File: src/rtl/pipe_ctrl.sv
// Pipeline controller for the RISC-V core: per-stage stall/flush vectors, PC redirect
// on jump or interrupt entry, and a sticky watchdog on long pipeline holds.
module pipe_ctrl #(
    parameter int ADDR_WIDTH   = 32,
    parameter int NUM_STAGES   = 3,
    parameter int FLUSH_CYCLES = 1,
    parameter int TO_WIDTH     = 8
) (
    input  logic                  clk,
    input  logic                  rst_n,
    input  logic                  jump_en_i,
    input  logic [ADDR_WIDTH-1:0] jump_addr_i,
    input  logic [NUM_STAGES-1:0] hold_req_i,
    input  logic                  irq_i,
    input  logic                  int_ack_i,
    input  logic [ADDR_WIDTH-1:0] int_addr_i,
    input  logic                  timeout_clr_i,
    output logic [NUM_STAGES-1:0] stall_o,
    output logic [NUM_STAGES-1:0] flush_o,
    output logic                  jump_en_o,
    output logic [ADDR_WIDTH-1:0] jump_addr_o,
    output logic                  int_req_o,
    output logic                  hold_timeout_o,
    output logic [1:0]            state_o
);

    typedef enum logic [1:0] {
        IDLE     = 2'd0,
        FLUSH    = 2'd1,
        INT_WAIT = 2'd2
    } state_t;

    localparam int FCW = $clog2(FLUSH_CYCLES + 1);
    localparam logic [FCW-1:0]        FC_LOAD   = FCW'(FLUSH_CYCLES - 1);
    localparam logic [FCW-1:0]        FC_ONE    = FCW'(1);
    localparam logic [TO_WIDTH-1:0]   WD_MAX    = '1;
    localparam logic [NUM_STAGES-1:0] FLUSH_ALL = {{(NUM_STAGES-1){1'b1}}, 1'b0};

    state_t                  state_q, state_d;
    logic [FCW-1:0]          cnt_q, cnt_d;
    logic [TO_WIDTH-1:0]     wd_cnt;
    logic [NUM_STAGES-1:0]   stall_vec, bubble_vec;
    logic                    hold_any, wd_freeze, wd_set;

    assign state_o   = state_q;
    assign hold_any  = |hold_req_i;
    assign wd_freeze = (state_q == INT_WAIT);
    assign wd_set    = !wd_freeze && hold_any && (wd_cnt >= WD_MAX - 1'b1);

    // A hold request at stage k freezes every register upstream of it as well.
    always_comb begin
        logic acc;
        acc       = 1'b0;
        stall_vec = '0;
        for (int k = NUM_STAGES - 1; k >= 0; k--) begin
            acc          = acc | hold_req_i[k];
            stall_vec[k] = acc;
        end
    end

    always_comb begin
        bubble_vec = '0;
        for (int k = 0; k < NUM_STAGES - 1; k++) begin
            bubble_vec[k+1] = stall_vec[k] & ~stall_vec[k+1];
        end
    end

    // Interrupt handshake: int_req_o is raised and held until the CSR unit answers with
    // int_ack_i; the acknowledged cycle redirects to int_addr_i and int_req_o drops after it.
    always_comb begin
        state_d     = state_q;
        cnt_d       = cnt_q;
        stall_o     = '0;
        flush_o     = '0;
        jump_en_o   = 1'b0;
        jump_addr_o = '0;
        case (state_q)
            IDLE: begin
                if (jump_en_i) begin
                    jump_en_o   = 1'b1;
                    jump_addr_o = jump_addr_i;
                    flush_o     = FLUSH_ALL;
                    if (FLUSH_CYCLES > 1) begin
                        state_d = FLUSH;
                        cnt_d   = FC_LOAD;
                    end
                end else begin
                    stall_o = stall_vec;
                    flush_o = bubble_vec;
                    if (irq_i && !hold_any) state_d = INT_WAIT;
                end
            end
            FLUSH: begin
                flush_o = FLUSH_ALL;
                if (cnt_q <= FC_ONE) begin
                    state_d = IDLE;
                    cnt_d   = '0;
                end else begin
                    cnt_d = cnt_q - 1'b1;
                end
            end
            INT_WAIT: begin
                if (int_ack_i) begin
                    jump_en_o   = 1'b1;
                    jump_addr_o = int_addr_i;
                    flush_o     = FLUSH_ALL;
                    if (FLUSH_CYCLES > 1) begin
                        state_d = FLUSH;
                        cnt_d   = FC_LOAD;
                    end else begin
                        state_d = IDLE;
                    end
                end else begin
                    stall_o = '1;
                end
            end
            default: state_d = IDLE;
        endcase
        // Reset forces the combinational outputs quiet regardless of the inputs.
        if (!rst_n) begin
            stall_o     = '0;
            flush_o     = '0;
            jump_en_o   = 1'b0;
            jump_addr_o = '0;
        end
    end

    always_ff @(posedge clk or negedge rst_n) begin
        if (!rst_n) begin
            state_q   <= IDLE;
            cnt_q     <= '0;
            int_req_o <= 1'b0;
        end else begin
            state_q   <= state_d;
            cnt_q     <= cnt_d;
            int_req_o <= (state_d == INT_WAIT);
        end
    end

    always_ff @(posedge clk or negedge rst_n) begin
        if (!rst_n) begin
            wd_cnt         <= '0;
            hold_timeout_o <= 1'b0;
        end else begin
            if (!wd_freeze) begin
                if (!hold_any)             wd_cnt <= '0;
                else if (wd_cnt != WD_MAX) wd_cnt <= wd_cnt + 1'b1;
            end
            if (wd_set)             hold_timeout_o <= 1'b1;
            else if (timeout_clr_i) hold_timeout_o <= 1'b0;
        end
    end

endmodule

File: config.mk
export PLATFORM = sky130hd
export DESIGN_NAME = pipe_ctrl
export DESIGN_NICKNAME = d
export VERILOG_FILES = /design/src/rtl/pipe_ctrl.sv
export SDC_FILE = /design/constraint.sdc
export NUM_CORES = 1
export LEC_CHECK = 0
export ABC_AREA = 1
export ABC_CLOCK_PERIOD_IN_PS = 2700
export BUFFER_PORTS_ARGS = -buffer_cell sky130_fd_sc_hd__buf_2
export CAP_MARGIN = 30
export CORE_ASPECT_RATIO = 0.6
export CORE_MARGIN = 1
export CORE_UTILIZATION = 40
export DETAILED_ROUTE_END_ITERATION = 10
export GPL_ROUTABILITY_DRIVEN = 1
export HOLD_SLACK_MARGIN = 0.1
export PLACE_DENSITY = 0.86
export SYNTH_ARGS = -nofsm -noshare
export SYNTH_HDL_FRONTEND = slang
export SYNTH_SLANG_ARGS = --single-unit
File: constraint.sdc
create_clock -name clk -period 2.7 [get_ports clk]
set_input_delay 0.135 -clock clk [delete_from_list [all_inputs] [get_ports clk]]
set_output_delay 0.135 -clock clk [all_outputs]
set_load 0.01 [all_outputs]
==> results of run 1 <==
[metrics by stage]
stage                     instance area [um^2]  power, mW
after floorplan                           1270      0.424
after global placement                    1800      0.519
after detailed placement                  1800      0.523
after CTS                                 1860      0.690
after global routing                      1860      0.739
final                                     1860      0.685
[cell usage in the layout, fill, tap and decap left out, types with 3 or more instances in the layout]
master / synthesis / final
buf_2: 0 / 114
nor2_1: 38 / 38
a22oi_1: 32 / 32
nand2_1: 29 / 29
inv_1: 15 / 15
dfrtp_1: 12 / 12
o21ai_0: 9 / 9
nand3_1: 9 / 9
a21oi_1: 6 / 6
nor2_4: 4 / 4
o21bai_1: 4 / 4
o21ai_1: 3 / 3
clkbuf_8: 0 / 3
[final cells by class]
type	instances	area, um^2
fillers	274	1090
flip-flops and latches	12	300
well taps	42	52.6
multi-input cells	147	813
inverters	16	60.1
repair buffers	116	591
clock buffers	3	41.3
[layer usage]
layer,wire length (um),GRT usage (%)
met5,0,0
met3,394,3.98
met4,17,3.40
met1,1840,32.3
met2,1870,33.2
[cells by family after synthesis]
kind of cell	share of synthesized area, %
other	0.296
AOI/OAI and AO/OA	31.1
buffers and inverters	12.4
adders and majority gates	1.97
DFF	23.7
and+or+nand+nor	30.5
[registers in the layout, summed over array words and instances (netlist names)]
signal / flops
hold_timeout_o: 1
int_req_o: 1
wd_cnt: 8
state_o: 2
[report_power, final]
group | switching (mW) | internal [mW] | leakage (nW)
registers | 0.0516 | 0.216 | 0.157
clock network | 0.0591 | 0.0977 | 0.0216
logic | 0.143 | 0.118 | 0.848
total | 0.253 | 0.432 | 1.03
[worst paths after layout]
| path | endpoint | slack [ns] | cells past startpoint |
|---|---|---|---|
| worst max register to register | wd_cnt[2] | 1.33 | 6 |
| worst min register to register | hold_timeout_o | 0.52 | 2 |
| max in group asynchronous | wd_cnt[5] | 2.15 | 2 |
| worst min-delay path | int_req_o | 0.20 | 3 |
| worst max-delay path | flush_o[2] | 0.63 | 8 |
| min in group asynchronous | wd_cnt[6] | 0.31 | 2 |
[critical path: stages, from the launching register on]
cell	delay, ns
dfrtp_1	0.40
inv_1	0.13
nand2_4	0.09
nor2_4	0.56
inv_1	0.08
o21ai_0	0.09
inv_1	0.07
a21oi_1	0.13
buf_2	0.15
[what timing repair did]
item	in CTS	in global routing
hold buffers	2	0
setup buffers	0	0
endpoints found under the hold margin	13	0
==> impl_metrics.ini, run 1 <==
[synth]
synth_ff_type = dfrtp_1
ys_seq_area_share_pct = 23.7
synthCells = 186
avgSynthCellArea_um2 = 6.81
synth_top_area_share_pct = 23.7
synth_cell_types = 24
synth.most_common_cell = nor2_1
synth_area_um2 = 1270
synth_top_cell_by_area = dfrtp_1
yosys_warnings = 0
synthTopCellsByArea = dfrtp_1, a22oi_1, nor2_1
synth_edf_count = 0
ys_ff_latch = 12
async_reset_ff_share_pct = 100
yosys-top-cells-count = nor2_1, a22oi_1, nand2_1

[floorplan]
initial_core_util_pct = 43.0
rows = 15
die_h_um = 45.6
die_area_um2 = 3410
io_pins = 116
core_area_um2 = 2950
die_x_um = 74.7

[placement]
place_congestion = 0.825
port_buffers = 114
dp.cells = 331
dp_slack_ns = 0.904
hpwl_um = 3200

[status]
outcome = complete, no violations

[detailed_routing]
drt_iter0_markers = 109
avgViaCountPerCell = 4.92
first_pass_iters = 5
postRouteAntennaNets = 0
drc = 0
wl_per_cell_um = 12.3
drt-total-wl_um = 4130
num_vias = 1654

[timing]
setup_slack_ns = 0.629
period_share_pct = 76.7
hold_ws_ns = 0.198
setup_tns_ns = 0
max_clock_freq_mhz = 483
tightest_slew_ns = 0.715
finalSetupViolations = 0
slew_viol_final = 0
period_minus_slack_ns = 2.07
rsz0062_at_grt = no
fin_worst_skew_ns = 0.00464
maxSlewHeadroom_pct = 52.3
final-hold-violation-count = 0

[worst_setup_path]
crit_path_end_kind = output pin
r2r_start = wd_cnt[1]
critPathLaunch = state_o[0]
cp.arrival_ns = 1.94
startpoint_type = flop
cp_max_fo = 34
required_ns = 2.57
crit_type = reg2out

[finish]
fin_nets = 371
drive_above_1_share_pct = 43.9
syn2layout_area_growth_pct = 46.6
diodes = 0
layout.cells.non_filler = 336
finalCoreUtilization_pct = 63.1

[clock_tree]
cts-root-buf = clkbuf_8
htree_levels = 1
clock_latency_ns = 0.24
clock_path_buffers = 2
cts.clk_slew.worst_paths_ns = 0.05
numCtsBuffers = 3
cts.sinks = 12
cts_tree = done
cts.repair.resized = 0

[global_routing]
antenna_found_initial = 0
grt_usage_pct = 21.7
grt_pass1_vias = 1258
grt_overflow_total = 0
grt_max_degree = 38
grt_pass1_wl_um = 5620

[worst_hold_path]
worstHoldStart = irq_i
hold_class = in2reg

[power_and_ir_drop]
powerDensity_nw_per_um2 = 369
p_leak_nw = 1.03
peakVddDrop_uv = 312

[run]
drv_cap = 0
Note: power is estimated with default switching activity, not from simulation.
==> inputs of run 2 (changes only) <==
ABC_CLOCK_PERIOD_IN_PS = 2000   (was 2700)
CORE_UTILIZATION = 37   (was 40)
PLACE_DENSITY = 0.8   (was 0.86)
clock period = 2 ns   (was 2.7 ns; I/O delays follow)
==> impl_metrics.ini, run 2 (synthesized netlist as in run 1, its figures left out) <==
[clock_tree]
numCtsBuffers = 3
cts-root-buf = clkbuf_8
cts_tree = done
cts.sinks = 12
clock_path_buffers = 2
cts.clk_slew.worst_paths_ns = 0.05
cts.repair.resized = 0
clock_latency_ns = 0.25
htree_levels = 1

[floorplan]
rows = 16
die_area_um2 = 3670
die_x_um = 77.6
io_pins = 116
initial_core_util_pct = 38.8
core_area_um2 = 3260
die_h_um = 47.3

[worst_setup_path]
cp_max_fo = 33
required_ns = 1.90
crit_type = reg2out
startpoint_type = flop
r2r_end = wd_cnt[2]
reg2reg_depth = 7
ff2ff_setup_slack_ns = 0.59
r2r_start = wd_cnt[1]
crit_path_end_kind = output pin
cp.arrival_ns = 1.72

[placement]
hpwl_um = 3210
port_buffers = 114
place_congestion = 0.851

[timing]
period_minus_slack_ns = 1.82
tightest_slew_ns = 0.581
maxSlewHeadroom_pct = 61.2
hold_ws_ns = 0.163
fin_worst_skew_ns = 0.00168
slew_viol_final = 0
period_share_pct = 90.8
setup_tns_ns = 0
max_clock_freq_mhz = 551
rsz0062_at_grt = no
finalSetupViolations = 0
final-hold-violation-count = 0

[power_and_ir_drop]
p_leak_nw = 1.05
peakVddDrop_uv = 462
powerDensity_nw_per_um2 = 526
fin_total_pwr_mw = 0.998

[global_routing]
grt_usage_pct = 20.8
grtUsageMet3_pct = 4.27
grt_use_met1_pct = 28.3
grt_pass1_wl_um = 5880
grt_max_degree = 38
grt_overflow_total = 0
grt_pass1_vias = 1295
grt_use_met2_pct = 34.2
grt.busiest_layer = met2
antenna_found_initial = 0

[detailed_routing]
drc = 0
drt_iter0_markers = 74
postRouteAntennaNets = 0
first_pass_iters = 4
drt-total-wl_um = 4220
wl_per_cell_um = 12.3
num_vias = 1706
avgViaCountPerCell = 4.97

[finish]
layout_common_cells = buf_2, nor2_1, a22oi_1, nand2_1, inv_1
largest-register = wd_cnt
drive_above_1_share_pct = 44.6
fin_nets = 374
syn2layout_area_growth_pct = 49.8
diodes = 0
final_common_cell = buf_2
largest_reg_flops = 8

[worst_hold_path]
hold_class = in2reg
worstHoldStart = irq_i
min_to = int_req_o
min_path_cells = 3

[status]
outcome = complete, no violations

[run]
drv_cap = 0
run 2: changes by cell type in the layout (fill, tap and decap cells not counted):
cell      previous run  this run
buf_4                0         3
clkbuf_8             3         4
run 2: through the flow:
stage | cells | util [%] | setup WS, ns | cell area (um^2)
CTS | 343 | 58.2 | 0.189 | 1900
global route | 343 | 58.2 | 0.0720 | 1900
global placement | 337 | 55.9 | 0.516 | 1820
floorplan | 187 | - | 0.707 | 1270
detailed placement | 337 | 55.9 | 0.464 | 1820
finish | 343 | 58.2 | 0.185 | 1900
run 2: worst max-delay path by stage:
stage	from	endpoint	slack, ns
after floorplan	wd_cnt[0]	wd_cnt[0]	0.71
final	state_o[1]	jump_addr_o[29]	0.18
after CTS	state_o[1]	jump_addr_o[9]	0.19
after detailed placement	state_o[1]	jump_addr_o[9]	0.46
after global routing	state_o[1]	jump_addr_o[6]	0.07
after global placement	state_o[1]	jump_addr_o[3]	0.52
run 2: critical path: stages (launching register included):
cell     delay (ns)
dfrtp_1        0.44
nor2_2         0.16
inv_1          0.10
nor2_4         0.07
buf_4          0.31
a22oi_1        0.11
nor2_1         0.11
buf_2          0.14
run 2: repair_timing:
action                                  4_1_cts  5_1_grt
endpoints found under the setup margin        0        0
endpoints found under the hold margin        13        0
setup buffers                                 0        0
hold buffers                                  2        0
run 2: area by class of cell:
cell class	instances	area, um^2
fillers	319	1370
multi-input cells	147	813
repair buffers	119	613
flip-flops and latches	12	300
inverters	16	60.1
well taps	45	56.3
clock buffers	4	55.1
run 2: report_power, final:
group / total (mW) / internal [mW] / leakage (nW) / switching, mW
registers: 0.360 / 0.291 / 0.157 / 0.0695
logic: 0.365 / 0.163 / 0.863 / 0.202
clock network: 0.273 / 0.175 / 0.0288 / 0.0982
total: 0.998 / 0.628 / 1.05 / 0.370
run 2: per-layer routing:
metal	routed length (um)	vias up
met4	40	0
met5	0	-
met2	1950	50
li1	-	857
met3	240	6
met1	1990	793
